$ cat src/rtl/bus_burst_slave.sv
// Burst-bus responder: latches an address-phase command, holds WAIT for WAIT_CYCLES cycles,
// then sinks write beats into or streams read beats from a local word memory.
// Optional debug taps (memory byte peek, last command direction) under BUS_BURST_SLAVE_DEBUG_EN.
module bus_burst_slave #(
  parameter int BUS_WIDTH   = 32,
  parameter int CTRL_WIDTH  = 8,
  parameter int ADDR_BITS   = 4,
  parameter int WAIT_CYCLES = 2
) (
  input  logic                  clk,
  input  logic                  rst_n,
  input  logic                  sel,
  input  logic [BUS_WIDTH-1:0]  bus_in,
  input  logic [CTRL_WIDTH-1:0] ctrl_in,
  output logic [BUS_WIDTH-1:0]  bus_out,
  output logic                  bus_oe,
  output logic [CTRL_WIDTH-1:0] ctrl_out,
  output logic                  busy
`ifdef BUS_BURST_SLAVE_DEBUG_EN
  ,
  input  logic [ADDR_BITS-1:0]  debug_sel,
  output logic [7:0]            debug_out,
  output logic                  debug_last_we
`endif
);
  localparam int DEPTH = 2 ** ADDR_BITS;

  // Handshake: a command is taken only when sel=1 in IDLE. The master then watches
  // wait; the single low-wait cycle is the release, and exactly len beats follow back
  // to back on the next cycles with no stalls from either side.
  typedef enum logic [1:0] {ST_IDLE, ST_WAIT, ST_WRITE, ST_READ} state_e;

  typedef struct packed {
    state_e     state;
    logic [3:0] wcnt;
    logic [2:0] beat;
    logic [2:0] last;
    logic       we;
  } fsm_dbg_t;

  state_e               state_q, state_d;
  logic [ADDR_BITS-1:0] base_q, base_d;
  logic                 we_q, we_d;
  logic [2:0]           last_q, last_d;
  logic [3:0]           wcnt_q, wcnt_d;
  logic [2:0]           beat_q, beat_d;
  logic [BUS_WIDTH-1:0] bus_out_q, bus_out_d;
  logic [BUS_WIDTH-1:0] mem_q [DEPTH];

  logic                 mem_we;
  logic [ADDR_BITS-1:0] cur_addr;
  logic [ADDR_BITS-1:0] next_addr;
  logic                 slv_wait;
  fsm_dbg_t             fsm_dbg;
  logic                 unused_ok;

  function automatic logic [2:0] burst_last(input logic [2:0] code);
    case (code)
      3'b001:  return 3'd1;
      3'b010:  return 3'd3;
      3'b011:  return 3'd7;
      default: return 3'd0;
    endcase
  endfunction

  // Natural-width add truncates, so bursts wrap at the top of memory.
  assign cur_addr  = base_q + ADDR_BITS'(beat_q);
  assign next_addr = cur_addr + ADDR_BITS'(1);

  always_ff @(posedge clk or negedge rst_n) begin
    if (!rst_n) begin
      state_q   <= ST_IDLE;
      base_q    <= '0;
      we_q      <= 1'b0;
      last_q    <= '0;
      wcnt_q    <= '0;
      beat_q    <= '0;
      bus_out_q <= '0;
    end else begin
      state_q   <= state_d;
      base_q    <= base_d;
      we_q      <= we_d;
      last_q    <= last_d;
      wcnt_q    <= wcnt_d;
      beat_q    <= beat_d;
      bus_out_q <= bus_out_d;
    end
  end

  always_ff @(posedge clk) begin
    if (mem_we) begin
      mem_q[cur_addr] <= bus_in;
    end
  end

  always_comb begin
    state_d   = state_q;
    base_d    = base_q;
    we_d      = we_q;
    last_d    = last_q;
    wcnt_d    = wcnt_q;
    beat_d    = beat_q;
    bus_out_d = bus_out_q;
    mem_we    = 1'b0;
    case (state_q)
      ST_IDLE: begin
        if (sel) begin
          base_d  = bus_in[ADDR_BITS-1:0];
          we_d    = ctrl_in[1];
          last_d  = burst_last(ctrl_in[4:2]);
          wcnt_d  = 4'(WAIT_CYCLES);
          state_d = ST_WAIT;
        end
      end
      ST_WAIT: begin
        if (wcnt_q != 4'd0) begin
          wcnt_d = wcnt_q - 4'd1;
        end else begin
          beat_d = '0;
          if (we_q) begin
            state_d = ST_WRITE;
          end else begin
            state_d   = ST_READ;
            bus_out_d = mem_q[base_q];
          end
        end
      end
      ST_WRITE: begin
        mem_we = 1'b1;
        beat_d = beat_q + 3'd1;
        if (beat_q == last_q) begin
          beat_d  = '0;
          state_d = ST_IDLE;
        end
      end
      ST_READ: begin
        beat_d    = beat_q + 3'd1;
        bus_out_d = mem_q[next_addr];
        if (beat_q == last_q) begin
          beat_d    = '0;
          bus_out_d = '0;
          state_d   = ST_IDLE;
        end
      end
      default: state_d = ST_IDLE;
    endcase
  end

  always_comb begin
    slv_wait = !((state_q == ST_WAIT) && (wcnt_q == 4'd0));
    bus_oe   = (state_q == ST_READ);
    busy     = (state_q != ST_IDLE);
    bus_out  = bus_out_q;
    ctrl_out = {{(CTRL_WIDTH-1){1'b0}}, slv_wait};
  end

  assign fsm_dbg   = '{state: state_q, wcnt: wcnt_q, beat: beat_q, last: last_q, we: we_q};
  assign unused_ok = ^{ctrl_in[CTRL_WIDTH-1:5], ctrl_in[0], fsm_dbg};

  // A data beat index can never run past the captured burst length.
  beat_in_range: assert property (@(posedge clk) disable iff (!rst_n)
    (state_q == ST_WRITE || state_q == ST_READ) |-> (beat_q <= last_q));

`ifdef BUS_BURST_SLAVE_DEBUG_EN
  logic debug_last_we_q, debug_last_we_d;

  always_comb begin
    debug_last_we_d = debug_last_we_q;
    if (state_q == ST_IDLE && sel) begin
      debug_last_we_d = ctrl_in[1];
    end
  end

  always_ff @(posedge clk or negedge rst_n) begin
    if (!rst_n) begin
      debug_last_we_q <= 1'b0;
    end else begin
      debug_last_we_q <= debug_last_we_d;
    end
  end

  assign debug_out     = mem_q[debug_sel][7:0];
  assign debug_last_we = debug_last_we_q;
`endif

endmodule

$ cat config.mk
export PLATFORM = sky130hd
export DESIGN_NAME = bus_burst_slave
export DESIGN_NICKNAME = d
export VERILOG_FILES = /design/src/rtl/bus_burst_slave.sv
export SDC_FILE = /design/constraint.sdc
export NUM_CORES = 1
export LEC_CHECK = 0
export CELL_PAD_IN_SITES_DETAIL_PLACEMENT = 0
export CELL_PAD_IN_SITES_GLOBAL_PLACEMENT = 1
export CORE_MARGIN = 8
export CORE_UTILIZATION = 30
export CTS_CLUSTER_SIZE = 25
export DETAILED_ROUTE_END_ITERATION = 6
export PLACE_DENSITY = 0.51
export SKIP_LAST_GASP = 1
export SLEW_MARGIN = 25
export SYNTH_ARGS = -nofsm -noshare
export SYNTH_HDL_FRONTEND = slang
export SYNTH_SLANG_ARGS = --single-unit
$ cat constraint.sdc
create_clock -name clk -period 7.6 [get_ports clk]
set_input_delay 1.52 -clock clk [delete_from_list [all_inputs] [get_ports clk]]
set_output_delay 1.52 -clock clk [all_outputs]
set_load 0.005 [all_outputs]
# Word level (Yosys, flattened, before mapping)

Memory sizes are Yosys's and may differ from the RTL's.
Index checks and enable logic that the tools add are counted.

Reduce and logical (&&, ||, !) cells: 15
Eq/ne operators: 12
Multiplexer cells: 19
$add $sub $neg: 4

Operators by type and width:

| kind                                                                  | count |
|---|---|
| 32-bit 2-to-1 mux                                                     | 3 |
| 32-bit case mux with 2 select lines                                   | 1 |
| 3-bit case mux with 3 select lines                                    | 1 |
| 3-bit AND reduction                                                   | 3 |
| 4-bit 2-to-1 mux                                                      | 2 |
| 2-bit inequality test, second input constant                          | 4 |
| 4-bit case mux with 2 select lines                                    | 1 |
| 2-bit nonzero test                                                    | 4 |
| 3-bit by 2-bit equality test with 1-bit output, second input constant | 2 |
| 2-bit 2-to-1 mux                                                      | 3 |
| 3-bit 2-to-1 mux                                                      | 2 |
| 2-bit case mux with 3 select lines                                    | 1 |
| 3-bit case mux with 2 select lines                                    | 1 |
| 4-bit by 1-bit adder with 4-bit output, second input constant         | 1 |
| 4-bit by 3-bit adder with 4-bit output                                | 1 |
| 2-bit equality test, second input constant                            | 2 |
| 4-bit zero test                                                       | 1 |
| 1-bit 2-to-1 mux                                                      | 4 |
| 2-bit AND reduction                                                   | 2 |
| 4-bit nonzero test                                                    | 1 |
| 4-bit by 1-bit subtractor with 4-bit output, second input constant    | 1 |
| 3-bit by 1-bit adder with 3-bit output, second input constant         | 1 |
| 3-bit by 1-bit equality test with 1-bit output, second input constant | 1 |
| 3-bit equality test                                                   | 1 |
| other kinds (6)                                                       | 6 |

Flip-flop bits (word level): 49
Memories: 1
RAM bits: 512
Bits of input ports: 43
Output and inout port bits: 42

Memory list:

| memory | depth | bits a word | read ports | clocked after memory_dff | write ports | line | source |
|---|---|---|---|---|---|---|---|
| mem_q  | 16    | 32          | 2          | 0                        | 1           | 48   | `logic [BUS_WIDTH-1:0] mem_q [DEPTH];` |

# Depth between registers and ports, before layout

Gate-level depths: netlist (run 1).
An unclocked memory read counts as a cell.

Depth after elaboration: 5
Mapped depth: 11

# Worst setup path before layout (run 1)

No wires, ideal clock.

Path type: register -> register
From: register base_q[1]
To: memory mem_q[8][0] (enable)
Clock period less this slack: 5.191 ns
Setup slack: 2.409 ns
Data required time: 7.139 ns
Buffers on the path: 5
Stages on the path, launching flop included: 10
Data arrival time: 4.730 ns
Cells stage by stage: dfrtp_1 > clkbuf_1 > inv_2 > fa_1 > buf_2 > buf_2 > buf_2 > buf_4 > nand3b_1 > nor3_1

Word-level cells in the longest chain between the ends: 1

RTL lines:

| what                                   | line | source |
|---|---|---|
| start: declaration                     | 42   | `logic [ADDR_BITS-1:0] base_q, base_d;` |
| start signal: assignment               | 81   | `base_q <= base_d;` |
| 4-bit by 3-bit adder with 4-bit output | 67   | `assign cur_addr = base_q + ADDR_BITS'(beat_q);` |
| end: declaration                       | 48   |  |

No other way between the ends.

# Worst setup path after layout (run 1)

From: register base_q[1]
To: memory mem_q[6][28] (enable)

The elaborated chain is that of the path after synthesis.

==> results_dict.tcl, run 1 <==
set metrics [dict create \
    cp_max_fo 29 \
    areaGrowthSynthToFinish_pct 17.1 \
    synth-edff-count 512 \
    grt_pass1_vias 16200 \
    synth-warning-count 0 \
    drt_iter0_markers 1188 \
    wl_um 84000 \
    grt_usage 0.174 \
    synth_cells 1558 \
    antenna_found_initial 2 \
    fillers 8036 \
    p_comb_frac 0.473 \
    synthFlopType "edfxtp_1" \
    cp_slowest_cell "dfrtp_4" \
    dr_total_vias 15500 \
    cp_top_family "buffers and inverters" \
    hold_viol_final 0 \
    core_area_sq_mm 0.0863 \
    clockBufferDepth 3 \
    wl_per_cell_um 29.5 \
    setup_violations 0 \
    cp_slowest_stage_delay_ps 790 \
    multi_input_area_sq_mm 0.00896 \
    relSlewSlack 0.291 \
    max_freq_mhz 208 \
    finClkSkew_ps 20.2 \
    leakage_nw 9.78 \
    netlist.area_leader.share 0.592 \
    rrSetupSlack_ps 2780 \
    synthTopCellsByArea "edfxtp_1 (59%), mux4_2 (16%), mux2i_1 (4.9%)" \
    grt_pass1_wl_um 120000 \
    rsz0062_at_grt "false" \
    cp-end-kind "flip-flop" \
    synth.top_cells.by_count "edfxtp_1 (512), mux4_2 (181), mux2i_1 (126), nor2_1 (83), a21oi_1 (78)" \
    arrival_ps 5070 \
    whs_endpoint "last_q[2]" \
    cts_resized 0 \
    avgSynthCellArea_sq_um 16.7 \
    p_per_area_mw_per_mm2 437 \
    io_buffers 73 \
    clkSinkCount 561 \
    r2r_end "mem_q[6][28]" \
    min_period_over_period 0.634 \
    r2r-start "base_q[1]" \
    ys_ff_latch 561 \
    gr-total-overflow 0 \
    synth_seq_area_share 0.639 \
    path_clk_slew_ps 60 \
    power.internal_mw 8.04 \
    die_x_um 310 \
    power_mw 13.3 \
    slew_viol_final 0 \
    p_seq_frac 0.290 \
    fp.dieH_um 310 \
    hp-class "reg -> reg" \
    setup_tns_ps 0 \
    fin_nets 1688 \
    yosysUniqueCellTypes 62 \
    register_area_sq_mm 0.0166 \
    run_status "complete, no violations" \
    clkLatencyLatePin_ps 610 \
    synthArstFlopShare 0.0873 \
    critPathKind "reg -> reg" \
    crit_top_cell "buf_4" \
    cts_root_buffer "clkbuf_16" \
    dieArea_sq_mm 0.0963 \
    clock_power_share 0.237 \
    cap_violations 0 \
    holdWs_ps 506 \
    worst_slew_pin_slew_ps 1060 \
    ctsHoldBuffers 0 \
    hpwl_um 47500 \
    via_per_inst 5.46 \
    synth_top_area_cell "edfxtp_1" \
    finalCriticalPeriod_ps 4820 \
    worstPathCellList "inv_2, fa_4, xnor2_2, buf_4, nand2_1, nor2_4, buf_4" \
    grt_max_degree 102 \
    reg2reg_depth 7 \
    first_pass_iters 5 \
    cts_buffers 66 \
    hold_path.startpoint "last_q[2]" \
    swShare 0.395 \
    crit_buf_inv 3 \
    syn-cell-area_sq_mm 0.0260 \
    initial_core_util 0.301 \
    gp_congestion 0.752 \
    whs_path_depth 2 \
    cts_tree "yes" \
    antenna_left 0 \
    drcViolationCount 0 \
    synth_most_common_cell "edfxtp_1" \
    postCtsSetupBuffers 0 \
    rows 108 \
    ctsHtreeMaxLevel 3 \
    cp.required_ps 7850 \
    drive_above_1_share 0.235 \
    pin_count 85 \
    cp-start-kind "flip-flop" \
    p_sw_mw 5.26 \
    peakVddDrop_v 0.000444 \
]
==> power by group through the flow <==
stage	Combinational [mW]	Sequential [mW]	Clock (mW)
3_3_place_gp	6.35	3.92	0
2_1_floorplan	4.23	3.74	0
4_1_cts	6.36	3.86	3.24
5_1_grt	6.75	3.89	3.33
6_report	6.29	3.86	3.16
3_5_place_dp	6.35	3.92	0
==> stage by stage <==
| step | cell area [sq um] | util | cells | setup slack (ps) |
|---|---|---|---|---|
| floorplan | 26000 | - | 1564 | 2410 |
| global placement | 28300 | 0.327 | 2725 | 2830 |
| detailed placement | 28300 | 0.327 | 2725 | 2770 |
| CTS | 30400 | 0.352 | 2847 | 2740 |
| global route | 30400 | 0.352 | 2847 | 2650 |
| finish | 30400 | 0.352 | 2848 | 2780 |
==> layer usage <==
| layer | wire length [um] | global-route usage | up-vias |
|---|---|---|---|
| met1 | 36100 | 0.229 | 8324 |
| met2 | 40500 | 0.289 | 535 |
| met5 | 13 | 0 | - |
| li1 | - | - | 6557 |
| met4 | 1880 | 0.0496 | 2 |
| met3 | 5460 | 0.0374 | 121 |
==> layout make-up <==
class,count,share of cell area
multi-input cells,872,0.294
diodes,1,0.0000823
repair buffers,128,0.0405
clock buffers,84,0.0582
flip-flops and latches,561,0.546
inverters,9,0.00111
clock inverters,38,0.0123
well taps,1155,0.0475
==> logic make-up (layout without fill, tap and decap cells) <==
| kind of cell | count (synthesis) | in the layout | synth area share |
|---|---|---|---|
| DFF | 561 | 561 | 0.639 |
| muxes | 324 | 324 | 0.213 |
| AOI/OAI and AO/OA | 278 | 278 | 0.0723 |
| and+or+nand+nor | 248 | 248 | 0.0429 |
| buffers and inverters | 131 | 259 | 0.0250 |
| xor gates and xnor gates | 8 | 8 | 0.00400 |
| adders and majority gates | 7 | 7 | 0.00366 |
| other | 1 | 8 | 0.000144 |
==> registers in the layout, indices dropped and copies added, names as in the netlist <==
name     cells
mem_q      512
bus_out     32
state_q      2
beat_q       3
wcnt_q       4
base_q       4
we_q         1
last_q       3
==> layout by cell type (no fill, tap or decap), drive strengths merged, types with 49 or more instances in the layout <==
| cell | count |
|---|---|
| a21oi | 78 |
| clkdlybuf4s50 | 72 |
| buf | 56 |
| mux4 | 181 |
| nor2 | 84 |
| nand2 | 78 |
| edfxtp | 512 |
| dfrtp | 49 |
| a22oi | 63 |
| clkbuf | 84 |
| mux2i | 126 |
==> worst max-delay path by stage <==
stage / start / endpoint / slack, ps / cells after the start
floorplan: base_q[1] / mem_q[8][0] / 2410 / 9
global placement: base_q[1] / bus_out[1] / 2830 / 7
detailed placement: base_q[1] / mem_q[6][25] / 2770 / 7
CTS: base_q[1] / mem_q[6][28] / 2740 / 7
global route: base_q[1] / mem_q[6][28] / 2650 / 7
finish: base_q[1] / mem_q[6][28] / 2780 / 7
==> tightest hold or removal path, delay by kind of cell, from the launching register on <==
kind / cells / cell delay, ps
DFF: 1 / 360
and+or+nand+nor: 2 / 110
Power figures use the tool's default switching activity.
==> inputs of run 2 (changes only) <==
- PLACE_DENSITY: 0.51 -> 0.53
- clock period: 7.6 -> 3.9 ns (I/O delays scaled with it)
==> run 2 against run 1 <==
Maximum frequency increased by 39%. Critical endpoint is now mem_q[1][8]. Non-clock buffer count increased by 24. Power increased by 94%. Via count decreased by 0.26%.
==> results_dict.tcl, run 2 (synthesis gave the netlist of run 1 again) <==
set metrics [dict create \
    clkLatencyLatePin_ps 630 \
    core_area_sq_mm 0.0863 \
    dieArea_sq_mm 0.0963 \
    dpl_cell_area_sq_mm 0.0285 \
    peakVddDrop_v 0.000845 \
    drive_above_1_share 0.242 \
    cp-end-kind "flip-flop" \
    relSlewSlack 0.326 \
    cp_max_fo 44 \
    leakage_nw 9.83 \
    cap_violations 0 \
    rrSetupSlack_ps 440 \
    wl_per_cell_um 29.0 \
    antenna_found_initial 1 \
    setup_slack_ps 436 \
    grt_pass1_vias 16500 \
    clock_power_share 0.221 \
    min_period_over_period 0.888 \
    drt_iter0_markers 1427 \
    fp.dieH_um 310 \
    ctsHoldBuffers 0 \
    worst_slew_pin_slew_ps 1010 \
    regMostFlops "mem_q" \
    pre_cts_slack_ps 428 \
    hp-class "in -> async" \
    slew_viol_final 0 \
    grt_max_degree 132 \
    clockBufferDepth 3 \
    die_x_um 310 \
    antenna_left 0 \
    via_per_inst 5.41 \
    finClkSkew_ps 21.1 \
    ctsHtreeMaxLevel 2 \
    finalCriticalPeriod_ps 3460 \
    rsz0062_at_grt "false" \
    dr_total_vias 15500 \
    drcViolationCount 0 \
    cp-start-kind "flip-flop" \
    swShare 0.393 \
    p_sw_mw 10.1 \
    gp_congestion 0.757 \
    power.internal_mw 15.6 \
    rows 108 \
    critPathKind "reg -> reg" \
    largest_reg_flops 512 \
    hold_viol_final 0 \
    cp.required_ps 4150 \
    io_buffers 73 \
    gr-total-overflow 0 \
    initial_core_util 0.301 \
    r2r_end "mem_q[1][8]" \
    wl_um 83100 \
    postCtsSetupBuffers 0 \
    cts_root_buffer "clkbuf_16" \
    cts_tree "yes" \
    pin_count 85 \
    r2r-start "beat_q[0]" \
    run_status "complete, no violations" \
    p_per_area_mw_per_mm2 845 \
    grt_pass1_wl_um 119000 \
    areaGrowthSynthToFinish_pct 17.4 \
    path_clk_slew_ps 60 \
    setup_violations 0 \
    cts_resized 0 \
    fin_area_sq_mm 0.0305 \
    clkSinkCount 561 \
    hpwl_um 46800 \
    max_freq_mhz 289 \
    layout_common_cells "edfxtp_1 (512), mux4_2 (181), mux2i_1 (126), nand2_1 (77), a21oi_1 (77)" \
    arrival_ps 3720 \
    p_comb_frac 0.495 \
    cts_buffers 60 \
    p_seq_frac 0.284 \
    final_common_cell "edfxtp_1" \
    first_pass_iters 5 \
    fin_nets 1706 \
    grt_usage 0.171 \
    reg2reg_depth 7 \
]
-- run 2: through the flow --
step / util / TNS [ps] / hold WS [ps] / total power [mW] / instances
floorplan: - / -118120 / 460 / 15.6 / 1564
global route: 0.353 / 0 / 200 / 27.1 / 2859
global placement: 0.330 / 0 / 488 / 20.3 / 2748
detailed placement: 0.330 / 0 / 489 / 20.3 / 2748
CTS: 0.353 / 0 / 316 / 26.1 / 2858
finish: 0.353 / 0 / 188 / 25.8 / 2863
-- run 2: power by group through the flow --
stage               sequential, mW  combinational [mW]  clock [mW]
floorplan                     7.29                8.27           0
global placement              7.44                12.9           0
detailed placement            7.45                12.9           0
CTS                           7.33                12.9        5.84
global route                  7.37                13.6        6.05
finish                        7.33                12.8        5.69
-- run 2: metal layers --
layer | vias up | GRT usage | part of all wire
met1 | 8353 | 0.232 | 0.44
li1 | 6600 | - | -
met4 | 0 | 0.0379 | 0.019
met5 | - | 0 | 0
met3 | 100 | 0.0315 | 0.060
met2 | 446 | 0.286 | 0.48
-- run 2: final cells by class --
class                      count  area, sq um
antenna                        4         10.0
clock buffer                  75         1590
clock inverter                35          368
fill                        8126        55900
inverter                       9         33.8
multi-input combinational    872         8980
sequential                   561        16600
tap                         1155         1450
timing repair buffer         152         1460
-- run 2: how the worst max path moves through the flow --
stage	to	cells after the start	startpoint
finish	mem_q[1][8]	7	beat_q[0]
global route	mem_q[1][8]	7	beat_q[0]
CTS	mem_q[1][15]	7	beat_q[0]
detailed placement	mem_q[1][24]	7	beat_q[0]
global placement	mem_q[1][9]	7	beat_q[0]
floorplan	mem_q[12][0]	9	base_q[1]
-- run 2: worst max-delay path, stage by stage (launching register included) --
cell	delay (ps)
dfrtp_1	520
ha_4	190
inv_1	50
fa_4	810
buf_12	340
nand3_1	410
nor2_4	210
buf_4	530
